$ cat src/rtl/rle_symbolizer_if.sv
// Coefficient-in and symbol-out handshakes for the JPEG RLE symbolizer.
// slave is the symbolizer side; master drives coefficients and sinks symbols.
interface rle_symbolizer_if;
  logic               coef_ena_in;
  logic               coef_rdy_out;
  logic signed [10:0] coef;
  logic               coef_last;
  logic               ena_out;
  logic               rdy_in;
  logic               dc;
  logic signed [10:0] out_dc;
  logic [3:0]         run;
  logic [3:0]         size;
  logic [9:0]         val;
  logic               flush;

  modport slave (
    input  coef_ena_in, coef, coef_last, rdy_in,
    output coef_rdy_out, ena_out, dc, out_dc,
    output run, size, val, flush
  );

  modport master (
    output coef_ena_in, coef, coef_last, rdy_in,
    input  coef_rdy_out, ena_out, dc, out_dc,
    input  run, size, val, flush
  );
endinterface

$ cat src/rtl/rle_symbolizer.sv
// JPEG entropy front end: turns a zigzag coefficient block into
// DC, AC (run,size,value), ZRL and EOB symbols.
module rle_symbolizer #(
  parameter int BLOCK_LEN = 64
) (
  input logic         clk,
  input logic         rst,
  rle_symbolizer_if.slave bus
);
  localparam int IW = $clog2(BLOCK_LEN);
  localparam logic [IW-1:0] LAST = IW'(BLOCK_LEN - 1);

  typedef enum logic {S_RUN, S_ZRL} state_t;

  typedef struct packed {
    logic               ena;
    logic               dc;
    logic signed [10:0] odc;
    logic [3:0]         run;
    logic [3:0]         size;
    logic [9:0]         val;
    logic               flush;
  } sym_t;

  state_t             state_q, state_d;
  logic [IW-1:0]      idx_q, idx_d;
  logic [5:0]         zrun_q, zrun_d;
  logic signed [10:0] pend_q, pend_d;
  logic               pend_end_q, pend_end_d;
  logic               last_q, last_d;
  sym_t               sym_q, sym_d;

  logic               acc, xfer;
  logic signed [10:0] src, sat;
  logic [9:0]         mag, vv, vl;
  logic [3:0]         sz;
  logic [5:0]         zr;

  assign bus.coef_rdy_out = !rst && (state_q == S_RUN)
                            && !sym_q.ena;
  assign acc  = bus.coef_ena_in && bus.coef_rdy_out;
  assign xfer = sym_q.ena && bus.rdy_in;

  assign bus.ena_out = sym_q.ena;
  assign bus.dc      = sym_q.dc;
  assign bus.out_dc  = sym_q.odc;
  assign bus.run     = sym_q.run;
  assign bus.size    = sym_q.size;
  assign bus.val     = sym_q.val;
  assign bus.flush   = sym_q.flush;

  // Category and ones-complement bits of the coefficient being coded
  always_comb begin
    src = (state_q == S_ZRL) ? pend_q : bus.coef;
    sat = (src == 11'h400) ? 11'h401 : src;
    mag = sat[10] ? 10'(-sat) : sat[9:0];
    sz  = 4'd0;
    for (int i = 0; i < 10; i++)
      if (mag[i]) sz = 4'(i + 1);
    vv = sat[10] ? 10'(sat - 11'sd1) : sat[9:0];
    vl = vv & ((10'd1 << sz) - 10'd1);
  end

  always_comb begin
    state_d    = state_q;
    idx_d      = idx_q;
    zrun_d     = zrun_q;
    pend_d     = pend_q;
    pend_end_d = pend_end_q;
    last_d     = last_q;
    sym_d      = sym_q;
    zr         = zrun_q - 6'd16;
    if (xfer) sym_d.ena = 1'b0;
    unique case (state_q)
      S_RUN: begin
        if (acc) begin
          idx_d     = idx_q + IW'(1);
          sym_d     = '0;
          sym_d.ena = 1'b1;
          if (idx_q == '0) begin
            sym_d.dc  = 1'b1;
            sym_d.odc = bus.coef;
            zrun_d    = 6'd0;
            last_d    = bus.coef_last;
          end else if (bus.coef == '0) begin
            if (idx_q == LAST) begin
              zrun_d      = 6'd0;
              sym_d.flush = last_q;
            end else begin
              sym_d.ena = 1'b0;
              zrun_d    = zrun_q + 6'd1;
            end
          end else if (zrun_q < 6'd16) begin
            sym_d.run   = zrun_q[3:0];
            sym_d.size  = sz;
            sym_d.val   = vl;
            sym_d.flush = last_q && (idx_q == LAST);
            zrun_d      = 6'd0;
          end else begin
            sym_d.run  = 4'd15;
            pend_d     = bus.coef;
            pend_end_d = (idx_q == LAST);
            state_d    = S_ZRL;
          end
        end
      end
      S_ZRL: begin
        if (xfer) begin
          sym_d     = '0;
          sym_d.ena = 1'b1;
          if (zr >= 6'd16) begin
            sym_d.run = 4'd15;
            zrun_d    = zr;
          end else begin
            sym_d.run   = zr[3:0];
            sym_d.size  = sz;
            sym_d.val   = vl;
            sym_d.flush = last_q && pend_end_q;
            zrun_d      = 6'd0;
            state_d     = S_RUN;
          end
        end
      end
      default: ;
    endcase
  end

  always_ff @(posedge clk) begin
    if (rst) begin
      state_q    <= S_RUN;
      idx_q      <= '0;
      zrun_q     <= '0;
      pend_q     <= '0;
      pend_end_q <= 1'b0;
      last_q     <= 1'b0;
      sym_q      <= '0;
    end else begin
      state_q    <= state_d;
      idx_q      <= idx_d;
      zrun_q     <= zrun_d;
      pend_q     <= pend_d;
      pend_end_q <= pend_end_d;
      last_q     <= last_d;
      sym_q      <= sym_d;
    end
  end
endmodule

$ cat src/flat_wrapper.sv
// flat-port wrapper written by rule: the top's interface ports become plain ports
module rle_symbolizer_flat 
#(
  parameter int BLOCK_LEN = 64
)
  (clk, rst, bus_coef_ena_in, bus_coef, bus_coef_last, bus_rdy_in, bus_coef_rdy_out, bus_ena_out, bus_dc, bus_out_dc, bus_run, bus_size, bus_val, bus_flush);
  rle_symbolizer_if bus_i ();
  input logic clk;
  input logic rst;
  input wire logic [$bits(bus_i.coef_ena_in)-1:0] bus_coef_ena_in;
  input wire logic [$bits(bus_i.coef)-1:0] bus_coef;
  input wire logic [$bits(bus_i.coef_last)-1:0] bus_coef_last;
  input wire logic [$bits(bus_i.rdy_in)-1:0] bus_rdy_in;
  output wire logic [$bits(bus_i.coef_rdy_out)-1:0] bus_coef_rdy_out;
  output wire logic [$bits(bus_i.ena_out)-1:0] bus_ena_out;
  output wire logic [$bits(bus_i.dc)-1:0] bus_dc;
  output wire logic [$bits(bus_i.out_dc)-1:0] bus_out_dc;
  output wire logic [$bits(bus_i.run)-1:0] bus_run;
  output wire logic [$bits(bus_i.size)-1:0] bus_size;
  output wire logic [$bits(bus_i.val)-1:0] bus_val;
  output wire logic [$bits(bus_i.flush)-1:0] bus_flush;
  assign bus_i.coef_ena_in = bus_coef_ena_in;
  assign bus_i.coef = bus_coef;
  assign bus_i.coef_last = bus_coef_last;
  assign bus_i.rdy_in = bus_rdy_in;
  assign bus_coef_rdy_out = bus_i.coef_rdy_out;
  assign bus_ena_out = bus_i.ena_out;
  assign bus_dc = bus_i.dc;
  assign bus_out_dc = bus_i.out_dc;
  assign bus_run = bus_i.run;
  assign bus_size = bus_i.size;
  assign bus_val = bus_i.val;
  assign bus_flush = bus_i.flush;
  rle_symbolizer #(.BLOCK_LEN(BLOCK_LEN)) u_core (.clk(clk), .rst(rst), .bus(bus_i));
endmodule
$ cat config.mk
export PLATFORM = sky130hd
export DESIGN_NAME = rle_symbolizer_flat
export DESIGN_NICKNAME = d
export VERILOG_FILES = /design/src/rtl/rle_symbolizer_if.sv /design/src/rtl/rle_symbolizer.sv /design/src/flat_wrapper.sv
export SDC_FILE = /design/constraint.sdc
export NUM_CORES = 1
export LEC_CHECK = 0
export CAP_MARGIN = 20
export CELL_PAD_IN_SITES_DETAIL_PLACEMENT = 0
export CELL_PAD_IN_SITES_GLOBAL_PLACEMENT = 1
export CORE_MARGIN = 1.5
export CORE_UTILIZATION = 47
export CTS_CLUSTER_SIZE = 24
export DETAILED_ROUTE_END_ITERATION = 7
export DONT_BUFFER_PORTS = 1
export GPL_ROUTABILITY_DRIVEN = 1
export PLACE_DENSITY = 0.9
export SYNTH_ARGS = -nofsm -noshare
export SYNTH_HDL_FRONTEND = slang
export SYNTH_SLANG_ARGS = --single-unit
$ cat constraint.sdc
create_clock -name clk -period 6.35 [get_ports clk]
set_input_delay 1.905 -clock clk [delete_from_list [all_inputs] [get_ports clk]]
set_output_delay 1.905 -clock clk [all_outputs]
set_load 0.01 [all_outputs]
Word level (Yosys, flattened, before mapping)

Index checks and enable logic that the tools add are counted.

Bits of input ports: 16
Word-level logic and storage cells: 92
Register bits after elaboration: 58
Bits in read-only memories: 0
RAM bits: 0
Latch bits: 0
Memories: 0
Output and inout port bits: 33

Add/sub/neg operators: 6
Divide/modulo/power cells: 0
Reductions and logical operators: 15
Eq/ne operators: 5
Multiply operators: 0
Shift operators: 1
Bitwise operators: 5
Muxes and demuxes: 45
$lt $le $gt $ge: 2

Operator list:

| cell                                                                                 | number |
|---|---|
| 32-bit two-way mux                                                                   | 2 |
| 32-bit case mux with 2 select lines                                                  | 1 |
| 4-bit two-way mux                                                                    | 11 |
| 6-bit two-way mux                                                                    | 7 |
| 15-bit two-way mux                                                                   | 2 |
| 11-bit two-way mux                                                                   | 2 |
| 10-bit two-way mux                                                                   | 2 |
| 19-bit two-way mux                                                                   | 1 |
| 18-bit two-way mux                                                                   | 1 |
| 1-bit two-way mux                                                                    | 13 |
| 6-bit by 1-bit adder with 6-bit output (second input constant)                       | 2 |
| 12-bit two-way mux                                                                   | 1 |
| 6-bit case mux with 2 select lines                                                   | 1 |
| 11-bit == test (second input constant)                                               | 1 |
| 11-bit logical NOT                                                                   | 1 |
| 10-bit bitwise AND                                                                   | 1 |
| 10-bit negation                                                                      | 1 |
| 1-bit by 4-bit << shifter with 10-bit output (first input constant)                  | 1 |
| 10-bit by 1-bit subtractor with 10-bit output (second input constant)                | 1 |
| 10-bit by 2-bit subtractor with 10-bit output (second input constant)                | 1 |
| 6-bit == test (second input constant)                                                | 1 |
| 6-bit by 5-bit greater-or-equal comparator with 1-bit output (second input constant) | 1 |
| 1-bit logical AND                                                                    | 6 |
| 6-bit logical NOT                                                                    | 1 |
| 11 further kinds                                                                     | 17 |

Depth between registers and ports, before layout

Depth after elaboration: 23
Depth in mapped cells: 17
Depth with buffers taken out: 15

Worst setup path before layout

OpenSTA, ideal clock, no wires.

Path kind: input -> register
Start point: input bus_coef[0]
End point: register u_core.sym_q (netlist bit u_core.bus.val[6])
Buffers on the path: 0
Slack: 872 ps
Stages: 15
Required time: 6276 ps
Arrival: 5403 ps
Setup time: 74 ps
Path through: or4_4 and2_4 o311a_1 ha_1 and4bb_2 o22ai_1 o21ai_0 xnor2_1 nand4_1 nor3_1 nand3_1 ha_1 nor4_1 nand2b_1 a31oi_1

Word-level cells in the longest chain between the ends: 23
Elaborated cells on any way between the ends: 28
Classes of those cells: add/sub (3); eq/ne (1); shift (1); mux (21); bitwise (1); reduce/logical (1)

RTL lines:

| item                                          | RTL line              | RTL |
|---|---|---|
| start: declaration                            | flat_wrapper.sv:11    | `input wire logic [$bits(bus_i.coef)-1:0] bus_coef;` |
| 11-bit two-way mux                            | rle_symbolizer.sv:54  | `src = (state_q == S_ZRL) ? pend_q : bus.coef;` |
| 11-bit == test                                | rle_symbolizer.sv:55  | `sat = (src == 11'h400) ? 11'h401 : src;` |
| 11-bit two-way mux                            | rle_symbolizer.sv:55  |  |
| 10-bit negation                               | rle_symbolizer.sv:56  | `mag = sat[10] ? 10'(-sat) : sat[9:0];` |
| 10-bit two-way mux                            | rle_symbolizer.sv:56  |  |
| 1-bit two-way mux                             | rle_symbolizer.sv:59  | `if (mag[i]) sz = 4'(i + 1);` |
| 4-bit two-way mux (9 in series)               | rle_symbolizer.sv:59  |  |
| 1-bit by 4-bit << shifter with 10-bit output  | rle_symbolizer.sv:61  | `vl = vv & ((10'd1 << sz) - 10'd1);` |
| 10-bit by 1-bit subtractor with 10-bit output | rle_symbolizer.sv:61  |  |
| 10-bit bitwise AND                            | rle_symbolizer.sv:61  |  |
| 15-bit two-way mux                            | rle_symbolizer.sv:93  | `end else if (zrun_q < 6'd16) begin` |
| 18-bit two-way mux                            | rle_symbolizer.sv:85  | `end else if (bus.coef == '0) begin` |
| 19-bit two-way mux                            | rle_symbolizer.sv:80  | `if (idx_q == '0) begin` |
| 32-bit two-way mux                            | rle_symbolizer.sv:76  | `if (acc) begin` |
| 32-bit case mux with 2 select lines *         | rle_symbolizer.sv:74  | `unique case (state_q)` |
| end signal: assignment                        | rle_symbolizer.sv:144 | `sym_q <= sym_d;` |
| end: declaration                              | rle_symbolizer.sv:31  | `sym_t sym_q, sym_d;` |

Mark *: on every way between the ends. The rest lies on a longest branch, timed or not. The select of a mux whose other input is x is not followed.
A chain may end at the register's enable or synchronous reset.

Worst setup path after layout

Start point: input bus_coef[3]
End point: register u_core.sym_q (netlist bit u_core.bus.val[6])

Same word-level chain as after synthesis.

==> impl_results.md <==
* Net count after synthesis at 422
* CP endpoint kind: register
* Final hold slack at 0.4899 ns
* Starting density of the core at 48.90%
* Cell taking the most area after synthesis: dfxtp_1
* Via count at 2966
* Busiest grt layer: met2
* Antenna cell count at 0
* DIE AREA at 0.007623 sq mm
* Final core utilization at 53.90%
* Biggest cell delay along the critical path at 0.44 ns
* Post-CTS sizing at 0
* Largest net degree at the start of global routing at 58
* Drt first-iter violations at 250
* Register bit total from synthesis at 58
* Root Buffer: clkbuf_8
* Clk_skew at 0.01004 ns
* Max Cap Violations at 0
* Post-synth top cells: nor2_1 (60), dfxtp_1 (58), nand2_1 (30), mux2i_1 (22), nand3_1 (19)
* Status: finished clean
* Layout cells sized above 1 at 10.00%
* Worst VDD drop at 0.0001670 V
* Final Non-Filler Cells at 496
* CP bufs+invs at 0
* CP delay by family, top: simple AND/OR/NAND/NOR gates
* Met1 Use GR at 30.74%
* Core Rows at 30
* Slowest CP cell: nor4_2
* Met2 GRT Util at 34.41%
* Syn Area/Cell at 8.373 sq um
* Worst slew margin at 36.83%
* Clock buffer depth at 2
* Worst-path fanout max at 8
* Worst setup path category: input pin to register
* Startpoint Class: input pin
* M3 GR Usage at 7.773%
* Mapped cell area at 0.003341 sq mm
* Async S/R FF share, synth at 0%
* Setup TNS at 0 ns
* Multiplexer share of the synthesized area at 8.951%
* Ys Warns at 0
* Post-route cell area at 0.003682 sq mm
* TritonCTS clock tree: built
* Vias in the first global route at 2717
* Global Route Usage Sum at 22.99%
* Hold_buf cts at 0
* Vias per inst at 5.980
* FMAX at 0.1797 GHz
* Top FF cell, synth: dfxtp_1
* DR WL/cell at 16.64 microns
* Number of synthesized flops with an enable pin at 0
* Sequential cell area fraction in the yosys report at 34.76%
* Post-synthesis xor/xnor area fraction at 5.768%
* Drt pass-1 iters at 5
* Port Buf Inserts at 0
* Top cell by count, worst path: ha_1
* Power Dens Cells at 259.0 mW/mm^2
* Simple-Gate Fraction of Synth Area at 24.49%
* Detail Placement HPWL at 6.024 mm
* Io pins at 49
* Worst Tran Pin Value at 0.9440 ns
* Initial antenna violation count at 0
* TritonCTS buffer count at 9
* Worst slack, placed at 0.4558 ns
* Hold Violations, Final at 0
* Hold Path Class: register to register
* Setup Buffers After CTS at 0
* Count leader, synth: nor2_1
* DRT antenna net count at 0
* Period utilization at 87.65%
* CTS sink count at 58
* Top-area cell type share of the netlist area at 34.76%
* Fin nets at 418
* DP Area at 0.003397 sq mm
* Synth area leaders: dfxtp_1 (35%), nor2_1 (6.7%), mux2i_1 (6.6%)
* Crit path cell chain: nor4_2 > o221ai_2 > o311a_1 > ha_1 > and4bb_2 > o22ai_1 > o21ai_0 > xnor2_1 > nand4_1 > nor3_1 > nand3_1 > ha_1 > nor4_1 > nand2b_1 > a31oi_1
* Fin crit period at 5.566 ns
* Area growth syn-to-layout at 10.22%
* CTS H-tree lvls at 3
* Post-Synth Adder-Cell Area at 2.622%
* GRT Residual Overflow at 0
* First-pass GRT wire length at 13.48 mm
* Core area at 0.006832 sq mm
* Synth Area in Compound Gates at 19.36%
* Largest family of logic cells by synthesized area: simple AND/OR/NAND/NOR gates
* Placed Instances at 480
* Final worst slack at 0.7839 ns
* Syn Inst Count at 399
* RD Place Congestion at 0.9160
* Leak at 1.328 nW
* Final WL at 8.255 mm
* Fin. max-slew vios at 0
* DIE HEIGHT at 87.31 microns
* Die Width at 87.31 microns
* Clock latency on the worst-skew pair at 0.35 ns
* Synth unique cells at 62
* Clk slew on worst S/H paths at 0.07 ns
* RSZ-0062 raised after global routing: no
* CP Data Arrival Time at 5.85 ns
* Pwr Total at 953.8 uW
* Final Setup Violations at 0
* Worst EP required at 6.63 ns
* DRC at 0
-- area by class of cell --
type / instances / area [sq um]
clock buffers: 12 / 165.2
clock inverters: 4 / 120.1
fillers: 662 / 3149
inverters: 11 / 41.29
multi-input cells: 311 / 2044
flip-flops and latches: 58 / 1161
well taps: 96 / 120.1
repair buffers: 4 / 30.03
-- state kept, by name, indices dropped and copies added (netlist names), 4 cells and up --
register           cells
u_core.zrun_q          6
u_core.bus.size        4
u_core.bus.run         4
u_core.bus.out_dc     11
u_core.pend_q         11
u_core.idx_q           6
u_core.bus.val        10
-- path summary, 6_finish.rpt --
kind / start / to / slack [ns] / depth (start not counted)
worst max-delay path: bus_coef[3] / u_core.bus.val[6]$_SDFFE_PP0P_ / 0.78 / 15
worst min-delay path: u_core.bus.val[3]$_SDFFE_PP0P_ / u_core.bus.val[3]$_SDFFE_PP0P_ / 0.49 / 2
worst max register to register: u_core.state_q$_SDFF_PP0_ / u_core.bus.val[6]$_SDFFE_PP0P_ / 1.34 / 16
worst min register to register: u_core.bus.val[3]$_SDFFE_PP0P_ / u_core.bus.val[3]$_SDFFE_PP0P_ / 0.49 / 2
-- logic make-up after synthesis --
group,Yosys count
simple gates,163
compound gates,91
flops,58
buf+inv,30
mux,28
xor+xnor,22
fa+ha+maj,7
-- worst register-to-register path, cell delays in order (launching register included) --
cell and delay (ns):
dfxtp_1 0.65, buf_4 0.32, mux2i_1 0.45, o221ai_2 0.26
o311a_1 0.43, ha_1 0.27, and4bb_2 0.28, o22ai_1 0.23
o21ai_0 0.21, xnor2_1 0.35, nand4_1 0.31, nor3_1 0.27
nand3_1 0.11, ha_1 0.27, nor4_1 0.29, nand2b_1 0.08
a31oi_1 0.15
-- cells in the final DEF, fill, tap and decap left out, types with 3 or more instances in the layout --
cell type  synthesis  layout
nand3_1           19      19
dfxtp_1           58      58
nor4_1             4       4
a31oi_1            5       5
nand2b_1           3       3
o22ai_1            3       3
a32oi_1            3       3
xor2_1            11      11
clkbuf_8           0      12
mux2i_1           22      22
nand2_1           30      30
mux2_2             5       5
buf_4              1       4
a22oi_1           15      15
or3_1              3       3
inv_1             11      11
and3_1             3       3
bufinv_16          0       4
xnor2_1           11      11
ha_1               7       7
nor3_1            13      13
o211ai_1           5       5
o21ai_0           17      17
nor2_1            60      60
and2_1             4       4
a21oi_1           18      18
nand4_1            6       6
a32o_1             3       3
-- power by group --
group / switching [mW] / total (mW) / internal, mW
Clock: 0.147 / 0.479 / 0.333
Sequential: 0.00993 / 0.382 / 0.372
Combinational: 0.0575 / 0.0924 / 0.0349
Total: 0.214 / 0.954 / 0.740
-- routing by layer --
metal / up-vias / part of all wire, %
met4: 0 / 1.3
met5: - / 0
met1: 1401 / 47
met3: 9 / 8.8
met2: 102 / 43
li1: 1454 / -
No activity file was read; power rests on OpenSTA's default activity.
